<file path="src/rtl/rom_sequencer_pkg.sv">
// Shared definitions for the microinstruction ROM sequencer: field layout,
// ALU op codes, FSM state encoding and the halt word.
package rom_sequencer_pkg;

  localparam int unsigned IR_W = 26;

  localparam int unsigned RA_HI      = 25;
  localparam int unsigned RA_LO      = 22;
  localparam int unsigned RB_HI      = 21;
  localparam int unsigned RB_LO      = 18;
  localparam int unsigned RW_HI      = 17;
  localparam int unsigned RW_LO      = 14;
  localparam int unsigned WE_BIT     = 13;
  localparam int unsigned IMM_SEL_BIT = 12;
  localparam int unsigned AUX_BIT    = 11;
  localparam int unsigned OP_HI      = 10;
  localparam int unsigned OP_LO      = 8;
  localparam int unsigned IMM_HI     = 7;
  localparam int unsigned IMM_LO     = 0;

  typedef enum logic [2:0] {
    AluAdd  = 3'd0,
    AluSub  = 3'd1,
    AluAnd  = 3'd2,
    AluOr   = 3'd3,
    AluXor  = 3'd4,
    AluShl  = 3'd5,
    AluShr  = 3'd6,
    AluPass = 3'd7
  } alu_op_e;

  localparam logic [1:0] StIdle  = 2'd0;
  localparam logic [1:0] StFetch = 2'd1;
  localparam logic [1:0] StExec  = 2'd2;
  localparam logic [1:0] StDone  = 2'd3;

  localparam logic [IR_W-1:0] HALT_WORD = '0;

endpackage

</file>
<file path="src/rtl/rom_sequencer_if.sv">
// ROM read port plus decoded datapath controls and status of the sequencer.
interface rom_sequencer_if #(
  parameter int unsigned ADDR_W = 6,
  parameter int unsigned DATA_W = 26
);
  logic              start;
  logic [ADDR_W-1:0] rom_addr;
  logic [DATA_W-1:0] rom_data;
  logic [3:0]        ra_addr;
  logic [3:0]        rb_addr;
  logic [3:0]        rw_addr;
  logic              reg_we;
  logic              imm_sel;
  logic              aux;
  logic [2:0]        alu_op;
  logic [7:0]        imm;
  logic [ADDR_W-1:0] pc;
  logic              busy;
  logic              done;

  modport master (
    input  start, rom_data,
    output rom_addr, ra_addr, rb_addr, rw_addr, reg_we, imm_sel, aux, alu_op, imm, pc, busy,
           done
  );

  modport slave (
    output start, rom_data,
    input  rom_addr, ra_addr, rb_addr, rw_addr, reg_we, imm_sel, aux, alu_op, imm, pc, busy,
           done
  );
endinterface

</file>
<file path="src/rtl/microinst_decode.sv">
// Pure combinational split of a 26-bit microinstruction into its control fields.
module microinst_decode
  import rom_sequencer_pkg::*;
(
  input  logic [IR_W-1:0] ir,
  output logic [3:0]      ra_addr,
  output logic [3:0]      rb_addr,
  output logic [3:0]      rw_addr,
  output logic            we_bit,
  output logic            imm_sel,
  output logic            aux,
  output logic [2:0]      alu_op,
  output logic [7:0]      imm
);

  always_comb begin
    ra_addr = ir[RA_HI:RA_LO];
    rb_addr = ir[RB_HI:RB_LO];
    rw_addr = ir[RW_HI:RW_LO];
    we_bit  = ir[WE_BIT];
    imm_sel = ir[IMM_SEL_BIT];
    aux     = ir[AUX_BIT];
    alu_op  = ir[OP_HI:OP_LO];
    imm     = ir[IMM_HI:IMM_LO];
  end

endmodule

</file>
<file path="src/rtl/rom_sequencer.sv">
// Steps a PC through the microinstruction ROM, latches each word into IR and
// drives decoded controls; two cycles per instruction, one program per start.
module rom_sequencer
  import rom_sequencer_pkg::*;
#(
  parameter int unsigned       ADDR_W     = 6,
  parameter int unsigned       DATA_W     = 26,
  parameter logic [ADDR_W-1:0] START_ADDR = '0
) (
  input logic               clk,
  input logic               rst,
  rom_sequencer_if.master   bus
);

  localparam logic [ADDR_W-1:0] PcLast = '1;

  logic [1:0]        state_q, state_d;
  logic [ADDR_W-1:0] pc_q, pc_d;
  logic [DATA_W-1:0] ir_q, ir_d;
  logic              we_bit;

  always_comb begin
    state_d = state_q;
    pc_d    = pc_q;
    ir_d    = ir_q;
    case (state_q)
      StIdle: begin
        if (bus.start) begin
          state_d = StFetch;
          pc_d    = START_ADDR;
        end
      end
      StFetch: begin
        // A halt word ends the program without disturbing IR.
        if (bus.rom_data == HALT_WORD) begin
          state_d = StDone;
        end else begin
          ir_d    = bus.rom_data;
          state_d = StExec;
        end
      end
      StExec: begin
        pc_d    = pc_q + 1'b1;
        state_d = (pc_q == PcLast) ? StDone : StFetch;
      end
      StDone:  state_d = StIdle;
      default: state_d = StIdle;
    endcase
  end

  always_ff @(posedge clk) begin
    if (rst) begin
      state_q <= StIdle;
      pc_q    <= START_ADDR;
      ir_q    <= '0;
    end else begin
      state_q <= state_d;
      pc_q    <= pc_d;
      ir_q    <= ir_d;
    end
  end

  microinst_decode u_decode (
    .ir      (ir_q),
    .ra_addr (bus.ra_addr),
    .rb_addr (bus.rb_addr),
    .rw_addr (bus.rw_addr),
    .we_bit  (we_bit),
    .imm_sel (bus.imm_sel),
    .aux     (bus.aux),
    .alu_op  (bus.alu_op),
    .imm     (bus.imm)
  );

  always_comb begin
    bus.rom_addr = pc_q;
    bus.pc       = pc_q;
    bus.reg_we   = we_bit && (state_q == StExec);
    bus.busy     = (state_q == StFetch) || (state_q == StExec);
    bus.done     = (state_q == StDone);
  end

endmodule

</file>
<file path="src/flat_wrapper.sv">
// flat-port wrapper written by rule: the top's interface ports become plain ports
module rom_sequencer_flat import rom_sequencer_pkg::*;
#(
  parameter int unsigned       ADDR_W     = 6,
  parameter int unsigned       DATA_W     = 26,
  parameter logic [ADDR_W-1:0] START_ADDR = '0
)
  (clk, rst, bus_start, bus_rom_data, bus_rom_addr, bus_ra_addr, bus_rb_addr, bus_rw_addr, bus_reg_we, bus_imm_sel, bus_aux, bus_alu_op, bus_imm, bus_pc, bus_busy, bus_done);
  rom_sequencer_if #(.ADDR_W(ADDR_W), .DATA_W(DATA_W)) bus_i ();
  input logic clk;
  input logic rst;
  input wire logic [$bits(bus_i.start)-1:0] bus_start;
  input wire logic [$bits(bus_i.rom_data)-1:0] bus_rom_data;
  output wire logic [$bits(bus_i.rom_addr)-1:0] bus_rom_addr;
  output wire logic [$bits(bus_i.ra_addr)-1:0] bus_ra_addr;
  output wire logic [$bits(bus_i.rb_addr)-1:0] bus_rb_addr;
  output wire logic [$bits(bus_i.rw_addr)-1:0] bus_rw_addr;
  output wire logic [$bits(bus_i.reg_we)-1:0] bus_reg_we;
  output wire logic [$bits(bus_i.imm_sel)-1:0] bus_imm_sel;
  output wire logic [$bits(bus_i.aux)-1:0] bus_aux;
  output wire logic [$bits(bus_i.alu_op)-1:0] bus_alu_op;
  output wire logic [$bits(bus_i.imm)-1:0] bus_imm;
  output wire logic [$bits(bus_i.pc)-1:0] bus_pc;
  output wire logic [$bits(bus_i.busy)-1:0] bus_busy;
  output wire logic [$bits(bus_i.done)-1:0] bus_done;
  assign bus_i.start = bus_start;
  assign bus_i.rom_data = bus_rom_data;
  assign bus_rom_addr = bus_i.rom_addr;
  assign bus_ra_addr = bus_i.ra_addr;
  assign bus_rb_addr = bus_i.rb_addr;
  assign bus_rw_addr = bus_i.rw_addr;
  assign bus_reg_we = bus_i.reg_we;
  assign bus_imm_sel = bus_i.imm_sel;
  assign bus_aux = bus_i.aux;
  assign bus_alu_op = bus_i.alu_op;
  assign bus_imm = bus_i.imm;
  assign bus_pc = bus_i.pc;
  assign bus_busy = bus_i.busy;
  assign bus_done = bus_i.done;
  rom_sequencer #(.ADDR_W(ADDR_W), .DATA_W(DATA_W), .START_ADDR(START_ADDR)) u_core (.clk(clk), .rst(rst), .bus(bus_i));
endmodule
</file>
<file path="config.mk">
export PLATFORM = sky130hd
export DESIGN_NAME = rom_sequencer_flat
export DESIGN_NICKNAME = d
export VERILOG_FILES = /design/src/rtl/rom_sequencer_pkg.sv /design/src/rtl/rom_sequencer_if.sv /design/src/rtl/microinst_decode.sv /design/src/rtl/rom_sequencer.sv /design/src/flat_wrapper.sv
export SDC_FILE = /design/constraint.sdc
export NUM_CORES = 1
export LEC_CHECK = 0
export CAP_MARGIN = 20
export CORE_MARGIN = 8
export CORE_UTILIZATION = 30
export CTS_CLUSTER_SIZE = 14
export DETAILED_ROUTE_END_ITERATION = 8
export DONT_BUFFER_PORTS = 1
export GPL_TIMING_DRIVEN = 1
export SYNTH_ARGS = -nofsm -noshare
export SYNTH_HDL_FRONTEND = slang
export SYNTH_HIERARCHICAL = 1
export SYNTH_SLANG_ARGS = --single-unit
</file>
<file path="constraint.sdc">
create_clock -name clk -period 1.75 [get_ports clk]
set_input_delay 0.0875 -clock clk [delete_from_list [all_inputs] [get_ports clk]]
set_output_delay 0.0875 -clock clk [all_outputs]
set_load 0.01 [all_outputs]
</file>
==> results_dict.tcl, run 1 <==
set metrics [dict create \
    status "completed" \
    cts_tree "built" \
    cts_root_buf "clkbuf_8" \
    slew_headroom 0.716 \
    hold_start "rst" \
    cp_data_required_time_ps 1960 \
    wirelength_um 4400 \
    clk_pin_slew_ps 70 \
    grt_usage 0.0935 \
    dr.first_iter.drc_count 46 \
    cts_buffer_depth 2 \
    syn_avg_cell_area_sq_um 9.44 \
    overflow 0 \
    powerDensity_nw_per_um2 992 \
    r2r-start "u_core/state_q[1]" \
    grt_max_degree 54 \
    die_h_um 96.1 \
    critPathLaunch "u_core/state_q[1]" \
    clock-sinks 34 \
    routed_via_density 4.63 \
    antenna_cells 0 \
    finalSetupViolCount 0 \
    antenna_found_initial 0 \
    first_global_vias 1295 \
    yosysMostFrequentCell "nand2b_1" \
    core_sq_um 6280 \
    worstPathMaxFanout 8 \
    yosys_warnings 6 \
    finalSetupTns_ps 0 \
    rows 29 \
    yosysSeqAreaShare 0.353 \
    synth_flop_cell "dfxtp_1" \
    grt_first_pass_wirelength_um 6510 \
    critPathArrivalTime_ps 1810 \
    timing.fmax_mhz 624 \
    reg2reg_slack_ps 150 \
    setup.worst_path.class "flip-flop to flip-flop" \
    drv_slew 0 \
    htree_levels 2 \
    ir_drop_mv 0.331 \
    layout_setup_ws_ps 146 \
    dp.final_hpwl_um 3000 \
    p_leak_nw 0.750 \
    wl_per_cell_um 16.3 \
    synth_edf_count 0 \
    die_x_um 96.1 \
    yosysTopAreaCellShare 0.353 \
    period_share 0.916 \
    area_growth_pct 6.82 \
    synthTopCellsByArea "dfxtp_1 35%, mux2i_1 14%, nand2b_1 13%, buf_4 13%, or2b_1 4.7%" \
    endpoint_kind "flip-flop" \
    finClkSkew_ps 5.68 \
    boundaryPins 69 \
    synth_nets 238 \
    syn-instance-count 204 \
    hold_viol 0 \
    synth_top_area_cell "dfxtp_1" \
    ys_async_sr_fraction 0 \
    dr.pass1.iters 4 \
    initial_utilization 0.307 \
    drtAntennaViolNets 0 \
    cap_violations 0 \
    ys_top_cells_by_count "41 x nand2b_1, 34 x dfxtp_1, 33 x buf_4, 27 x mux2i_1, 12 x or2b_1" \
    place_congestion 0.698 \
    rsz0062_at_grt "false" \
    clock_latency_ps 280 \
    drive_above_1_share 0.0829 \
    worstMarginPinSlew_ps 422 \
    min_period_ps 1600 \
    dp_slack_ps 32.9 \
    hp-class "input pin to flip-flop" \
    dieArea_sq_um 9240 \
    port_buffers 0 \
    vias 1251 \
    numCtsBuffers 5 \
    startpoint_type "flip-flop" \
    nets 226 \
    netlist-cell-type-count 29 \
    drc 0 \
    synth_area_sq_um 1930 \
    ys_ff_latch 34 \
]
## repair_timing
action / in CTS / in global routing
hold buffers: 16 / 1
buffers inserted: 0 / 0
endpoints found under the hold margin: 29 / 1
gates resized for setup: 0 / 2
endpoints found under the setup margin: 0 / 4
## placed cells by master, fill, tap and decap left out
master         Yosys  routed
xnor2_1            3       3
inv_1              2       2
clkbuf_8           0       8
buf_12             2       2
nor3_1             1       1
nand2_1            5       5
nand2b_1          41      41
a211oi_1           1       1
dlygate4sd3_1      0      16
and2_1             1       1
nor2b_1            1       1
or2b_1            12      12
nand4_1            2       2
o21a_2             0       1
nand3b_1           1       1
nor3b_1            1       1
a32oi_1            1       1
nor2_1             6       6
nand3_1            3       3
mux2i_4            0       1
o21bai_1           1       1
buf_4             33       4
nor4_1             6       6
o21ai_0            2       2
dfxtp_1           34      34
or3_1              2       2
a21oi_1            4       4
ha_1               5       5
mux2i_1           27      26
## critical path, cell delays in order, from the launching register on
cell     delay (ps)
dfxtp_1         410
inv_1           100
ha_1            260
mux2i_4         240
or3_1           360
a21oi_1         160
## final timing paths
| path | endpoint | cells past startpoint |
|---|---|---|
| max | u_core/bus.pc[3] | 5 |
| min | u_core/ir_q[7] | 2 |
| max reg2reg | u_core/bus.pc[3] | 5 |
| min reg2reg | u_core/ir_q[13] | 2 |
## sequential cells by signal, indices dropped and copies added (netlist names)
register,flops
u_core/bus.pc,6
u_core/ir_q,26
u_core/state_q,2
## metrics by stage
stage          total power, W  instance area (sq um)  std cells   util  hold slack (ps)
2_1_floorplan         0.00137                   1930        204      -              242
3_3_place_gp          0.00130                   1750        245  0.279              166
3_5_place_dp          0.00131                   1750        245  0.279              170
4_1_cts               0.00206                   2030        269  0.324             3.68
5_1_grt               0.00214                   2060        270  0.328             27.1
6_report              0.00204                   2060        270  0.328             9.38
## logic make-up (layout without fill, tap and decap cells)
family,count (synthesis),in the layout,share of synthesized area
multiplexers,27,27,0.140
adder cells (fa/ha/maj),5,5,0.0325
flip-flops,34,34,0.353
buffers and inverters,43,32,0.170
XOR/XNOR,3,3,0.0136
AO/OA/AOI/OAI,10,10,0.0318
AND/OR/NAND/NOR,82,82,0.259
## layer usage
layer | GRT usage | routed length, um
met1 | 0.110 | 1830
met2 | 0.145 | 2040
met3 | 0.0406 | 489
met4 | 0.0397 | 42
met5 | 0 | 0
## power by group
part,switching [W],internal (W)
logic,0.000195,0.000205
clock network,0.000291,0.000398
registers,0.0000926,0.000858
total,0.000579,0.00146
## cell type report
type / instances / area, sq um
sequential: 34 / 681
timing repair buffer: 22 / 230
fill: 631 / 4220
tap: 77 / 96.3
multi-input combinational: 127 / 932
clock buffer: 8 / 110
inverter: 2 / 7.51
No activity file was read; power rests on OpenSTA's default activity.
==> run 2, diff against run 1 <==
==> constraint.sdc (replaced) <==
create_clock -name clk -period 1.7 [get_ports clk]
set_input_delay 0.085 -clock clk [delete_from_list [all_inputs] [get_ports clk]]
set_output_delay 0.085 -clock clk [all_outputs]
set_load 0.01 [all_outputs]
==> results_dict.tcl, run 2 (synthesis results as in run 1) <==
set metrics [dict create \
    clock-sinks 34 \
    cp_data_required_time_ps 1870 \
    vias 1241 \
    endpoint_kind "flip-flop" \
    ir_drop_mv 0.370 \
    finalPower_w 0.00215 \
    drtAntennaViolNets 0 \
    place_congestion 0.695 \
    worstPathMaxFanout 8 \
    critPathLaunch "u_core/state_q[1]" \
    layout_setup_ws_ps 138 \
    rr_worst_depth 6 \
    reg2reg_slack_ps 140 \
    max_flop_register "u_core/ir_q" \
    grt_usage 0.0970 \
    period_share 0.919 \
    dr.pass1.iters 4 \
    initial_utilization 0.307 \
    startpoint_type "flip-flop" \
    dpl_cell_area_sq_um 1750 \
    cts_buffer_depth 2 \
    drc 0 \
    dr.first_iter.drc_count 44 \
    cts_setup_buffers 0 \
    overflow 0 \
    slew_headroom 0.710 \
    powerDensity_nw_per_um2 1050 \
    die_h_um 96.1 \
    status "completed" \
    largest_register_ffs 26 \
    min_to "u_core/ir_q[18]" \
    critPathArrivalTime_ps 1730 \
    timing.rr.end "u_core/bus.pc[4]" \
    grt_first_pass_wirelength_um 6800 \
    worstMarginPinSlew_ps 432 \
    dp_slack_ps 21.0 \
    r2r-start "u_core/state_q[1]" \
    dp.final_hpwl_um 3020 \
    fin_area_sq_um 2050 \
    grt_max_degree 54 \
    clock_latency_ps 280 \
    die_x_um 96.1 \
    cap_violations 0 \
    dieArea_sq_um 9240 \
    final_util 0.327 \
    antenna_found_initial 0 \
    port_buffers 0 \
    timing.fmax_mhz 640 \
    setup.worst_path.class "flip-flop to flip-flop" \
    rows 29 \
    hp-class "input pin to flip-flop" \
    hold_start "bus_rom_data[18]" \
    hold_viol 0 \
    wl_per_cell_um 16.6 \
    cts_root_buf "clkbuf_8" \
    first_global_vias 1314 \
    nets 225 \
    min_period_ps 1560 \
    drive_above_1_share 0.0733 \
    clk_pin_slew_ps 70 \
    drv_slew 0 \
    final_cell_mix "41 x nand2b_1, 34 x dfxtp_1, 26 x mux2i_1, 16 x dlygate4sd3_1, 12 x or2b_1" \
    antenna_cells 0 \
    wirelength_um 4440 \
    htree_levels 2 \
    routed_via_density 4.63 \
    core_sq_um 6280 \
    boundaryPins 69 \
    cts_tree "built" \
    finClkSkew_ps 8.58 \
    final_common_cell "nand2b_1" \
    numCtsBuffers 5 \
    p_leak_nw 0.744 \
    finalSetupTns_ps 0 \
    finalSetupViolCount 0 \
    area_growth_pct 6.56 \
    hold_path_depth 2 \
]
## run 2: cell types whose count changed in the layout (fill, tap and decap cells not counted)
| cell | delta |
|---|---|
| clkbuf_8 | -2 |
| bufinv_16 | +1 |
| buf_4 | -1 |
## run 2: cell type report
class                      count  area (sq um)
inverter                       2          7.51
clock buffer                   6          82.6
sequential                    34           681
multi-input combinational    127           932
timing repair buffer          21           223
clock inverter                 1          30.0
tap                           77          96.3
fill                         653          4230
## run 2: routing by layer
metal,part of all wire,track usage,up-vias,routed length [um]
li1,-,-,614,-
met4,0.013,0.0397,0,59
met5,0,0,-,0
met2,0.47,0.153,41,2090
met3,0.11,0.0437,7,477
met1,0.41,0.112,579,1820
## run 2: worst max-delay path by stage
| stage | to | slack [ps] |
|---|---|---|
| after floorplan | u_core/bus.pc[5] | 200 |
| after CTS | u_core/bus.pc[5] | 20 |
| final | u_core/bus.pc[4] | 140 |
| after global placement | u_core/bus.pc[5] | 110 |
| after global routing | u_core/bus.pc[4] | -2 |
| after detailed placement | u_core/bus.pc[5] | 20 |
## run 2: per-stage QoR
stage,instances,hold slack [ps]
after floorplan,204,240
after detailed placement,244,165
after global placement,244,165
after CTS,268,9.78
after global routing,268,25.1
final,268,24.1
## run 2: what timing repair did
item,CTS,global route
hold buffers,17,0
gates resized for setup,0,2
setup endpoints to repair,0,5
endpoints found under the hold margin,29,0
## run 2: where the power goes
part	internal, W	switching (W)
clock	0.000469	0.000292
combinational	0.000209	0.000196
sequential	0.000884	0.0000991
## run 2: critical path, stage by stage (launching register included)
cell     delay, ps
dfxtp_1        400
inv_1          110
ha_1           260
mux2i_4        240
nor3b_1        260
xnor2_1        140
nor2_1          50
==> run 3, diff against run 2 <==
--- a/config.mk
+++ b/config.mk
@@ -14,5 +14,5 @@
 export GPL_TIMING_DRIVEN = 1
 export SYNTH_ARGS = -nofsm -noshare
 export SYNTH_HDL_FRONTEND = slang
-export SYNTH_HIERARCHICAL = 1
 export SYNTH_SLANG_ARGS = --single-unit
+export TNS_END_PERCENT = 50
==> constraint.sdc (replaced) <==
create_clock -name clk -period 1.4 [get_ports clk]
set_input_delay 0.07 -clock clk [delete_from_list [all_inputs] [get_ports clk]]
set_output_delay 0.07 -clock clk [all_outputs]
set_load 0.01 [all_outputs]
==> results_dict.tcl, run 3 <==
set metrics [dict create \
    synth_edf_count 0 \
    timing.rr.end "u_core.bus.pc[3]" \
    synthTopCellsByArea "dfxtp_1 40%, nand2b_1 18%, mux2i_1 16%, ha_1 3.6%, buf_4 3.1%" \
    yosysTopAreaCellShare 0.395 \
    cp_slowest_cell "or3_4" \
    status "completed" \
    finalSetupViolCount 0 \
    drv_slew 0 \
    yosysSeqAreaShare 0.395 \
    drive_above_1_share 0.167 \
    synth_flop_cell "dfxtp_1" \
    dieArea_sq_um 8420 \
    ys_ff_latch 34 \
    finalPower_w 0.00258 \
    layout_setup_ws_ps 38.2 \
    fill_cells 565 \
    cp_cell_sequence "inv_2, ha_4, mux2i_4, or3_4, a21oi_2" \
    ys_top_cells_by_count "50 x nand2b_1, 34 x dfxtp_1, 27 x mux2i_1, 7 x buf_4" \
    reg2reg_slack_ps 40 \
    boundaryPins 69 \
    rows 27 \
    final_cell_mix "50 x nand2b_1, 32 x dfxtp_1, 26 x mux2i_1, 23 x dlygate4sd3_1, 11 x buf_4" \
    setup.worst_path.class "flip-flop to flip-flop" \
    p_leak_nw 0.818 \
    final_common_cell "nand2b_1" \
    vias 1302 \
    max_flop_register "u_core.ir_q" \
    netlist-cell-type-count 28 \
    rr_worst_depth 5 \
    cts_buffer_depth 2 \
    clock_latency_ps 280 \
    drc 0 \
    fin_area_sq_um 2230 \
    ys_async_sr_fraction 0 \
    cts_root_buf "clkbuf_8" \
    startpoint_type "flip-flop" \
    wirelength_um 4460 \
    grt_max_degree 57 \
    hold_start "rst" \
    antenna_cells 0 \
    endpoint_kind "flip-flop" \
    core_sq_um 5540 \
    dp.cells 249 \
    synth_nets 213 \
    timing.fmax_mhz 734 \
    instances_no_fill 282 \
    cp_data_required_time_ps 1620 \
    cap_violations 0 \
    dp_slack_ps 9.98 \
    yosysMostFrequentCell "nand2b_1" \
    min_period_ps 1360 \
    min_to "u_core.bus.pc[3]" \
    synth_area_sq_um 1720 \
    synth_top_area_cell "dfxtp_1" \
    cts_tree "built" \
    port_buffers 0 \
    die_x_um 91.8 \
    largest_register_ffs 26 \
    hp-class "input pin to flip-flop" \
    powerDensity_nw_per_um2 1160 \
    dr.first_iter.drc_count 45 \
    yosys_warnings 0 \
    hold_viol 0 \
    dp.final_hpwl_um 2920 \
    syn_avg_cell_area_sq_um 9.62 \
    htree_levels 2 \
    r2r-start "u_core.state_q[1]" \
    first_global_vias 1415 \
    worstPathMaxFanout 6 \
    clock-sinks 34 \
    clk_pin_slew_ps 70 \
    period_share 0.973 \
    numCtsBuffers 5 \
    hold_path_depth 2 \
    slew_headroom 0.759 \
    wl_per_cell_um 15.8 \
    drtAntennaViolNets 0 \
    initial_utilization 0.311 \
    overflow 0 \
    worstMarginPinSlew_ps 358 \
    antenna_found_initial 0 \
    critPathArrivalTime_ps 1580 \
    place_congestion 0.778 \
    grt_first_pass_wirelength_um 7170 \
    nets 243 \
    dr.pass1.iters 4 \
    die_h_um 91.8 \
    hold_slack_ps 12.9 \
    routed_via_density 4.62 \
    syn-instance-count 179 \
    ir_drop_mv 0.437 \
    area_growth_pct 29.5 \
    dpl_cell_area_sq_um 1810 \
    critPathMaxStageDelay_ps 380 \
    finClkSkew_ps 4.87 \
    grt_usage 0.104 \
]
==> run 3: changes by cell type after synthesis <==
cell,previous run,this run
or2b_1,12,3
nand2b_1,41,50
clkbuf_1,4,5
buf_2,1,0
buf_4,33,7
nand2_1,5,6
==> run 3: through the flow <==
stage / TNS [ps] / util
floorplan: 0 / -
global route: -3.90 / 0.402
detailed placement: 0 / 0.327
CTS: 0 / 0.390
finish: 0 / 0.402
global placement: 0 / 0.327
==> run 3: layout make-up <==
type	count	area, sq um	area share
multi-input combinational	128	968	0.434
clock inverter	1	5.00	0.00224
clock buffer	7	86.3	0.0387
timing repair buffer	38	389	0.175
tap	72	90.1	0.0404
inverter	2	7.51	0.00337
sequential	34	683	0.306
==> run 3: worst max-delay path by stage <==
stage,start,to,cells after the start
CTS,u_core.state_q[1],u_core.ir_q[4],6
detailed placement,u_core.state_q[0],u_core.bus.pc[5],6
global placement,u_core.state_q[0],u_core.bus.pc[5],6
finish,u_core.state_q[1],u_core.bus.pc[3],5
floorplan,u_core.state_q[0],u_core.bus.pc[5],6
global route,u_core.state_q[0],u_core.bus.pc[4],6
==> run 3: what timing repair did <==
item,CTS,global route
endpoints found under the setup margin,1,33
gates cloned,0,1
setup buffers,0,0
hold endpoints to repair,30,0
resized for setup,1,12
hold buffers,24,0
==> run 3: routing by layer <==
metal | vias to the layer above | wire length [um] | global-route usage
li1 | 650 | - | -
met1 | 602 | 1900 | 0.121
met2 | 46 | 2110 | 0.168
met3 | 4 | 391 | 0.0424
met4 | 0 | 63 | 0.0403
met5 | - | 0 | 0
==> run 3: power breakdown <==
part           switching, W  internal, W  leakage [nW]  total [W]
sequential         0.000120      0.00108         0.278    0.00120
combinational      0.000275     0.000355         0.491   0.000629
clock              0.000358     0.000397        0.0482   0.000755
==> run 3: cells by family after synthesis <==
family	share of synthesized area
simple gates	0.285
flops	0.395
mux	0.157
buf+inv	0.0756
compound gates	0.0356
fa+ha+maj	0.0363
xor+xnor	0.0153
==> run 3: critical path: cells and delay by family (launching register included) <==
family / cells / cell delay (ps)
and+or+nand+nor: 1 / 380
DFF: 1 / 350
muxes: 1 / 210
adders and majority gates: 1 / 170
AOI/OAI and AO/OA: 1 / 130
buffers and inverters: 1 / 50
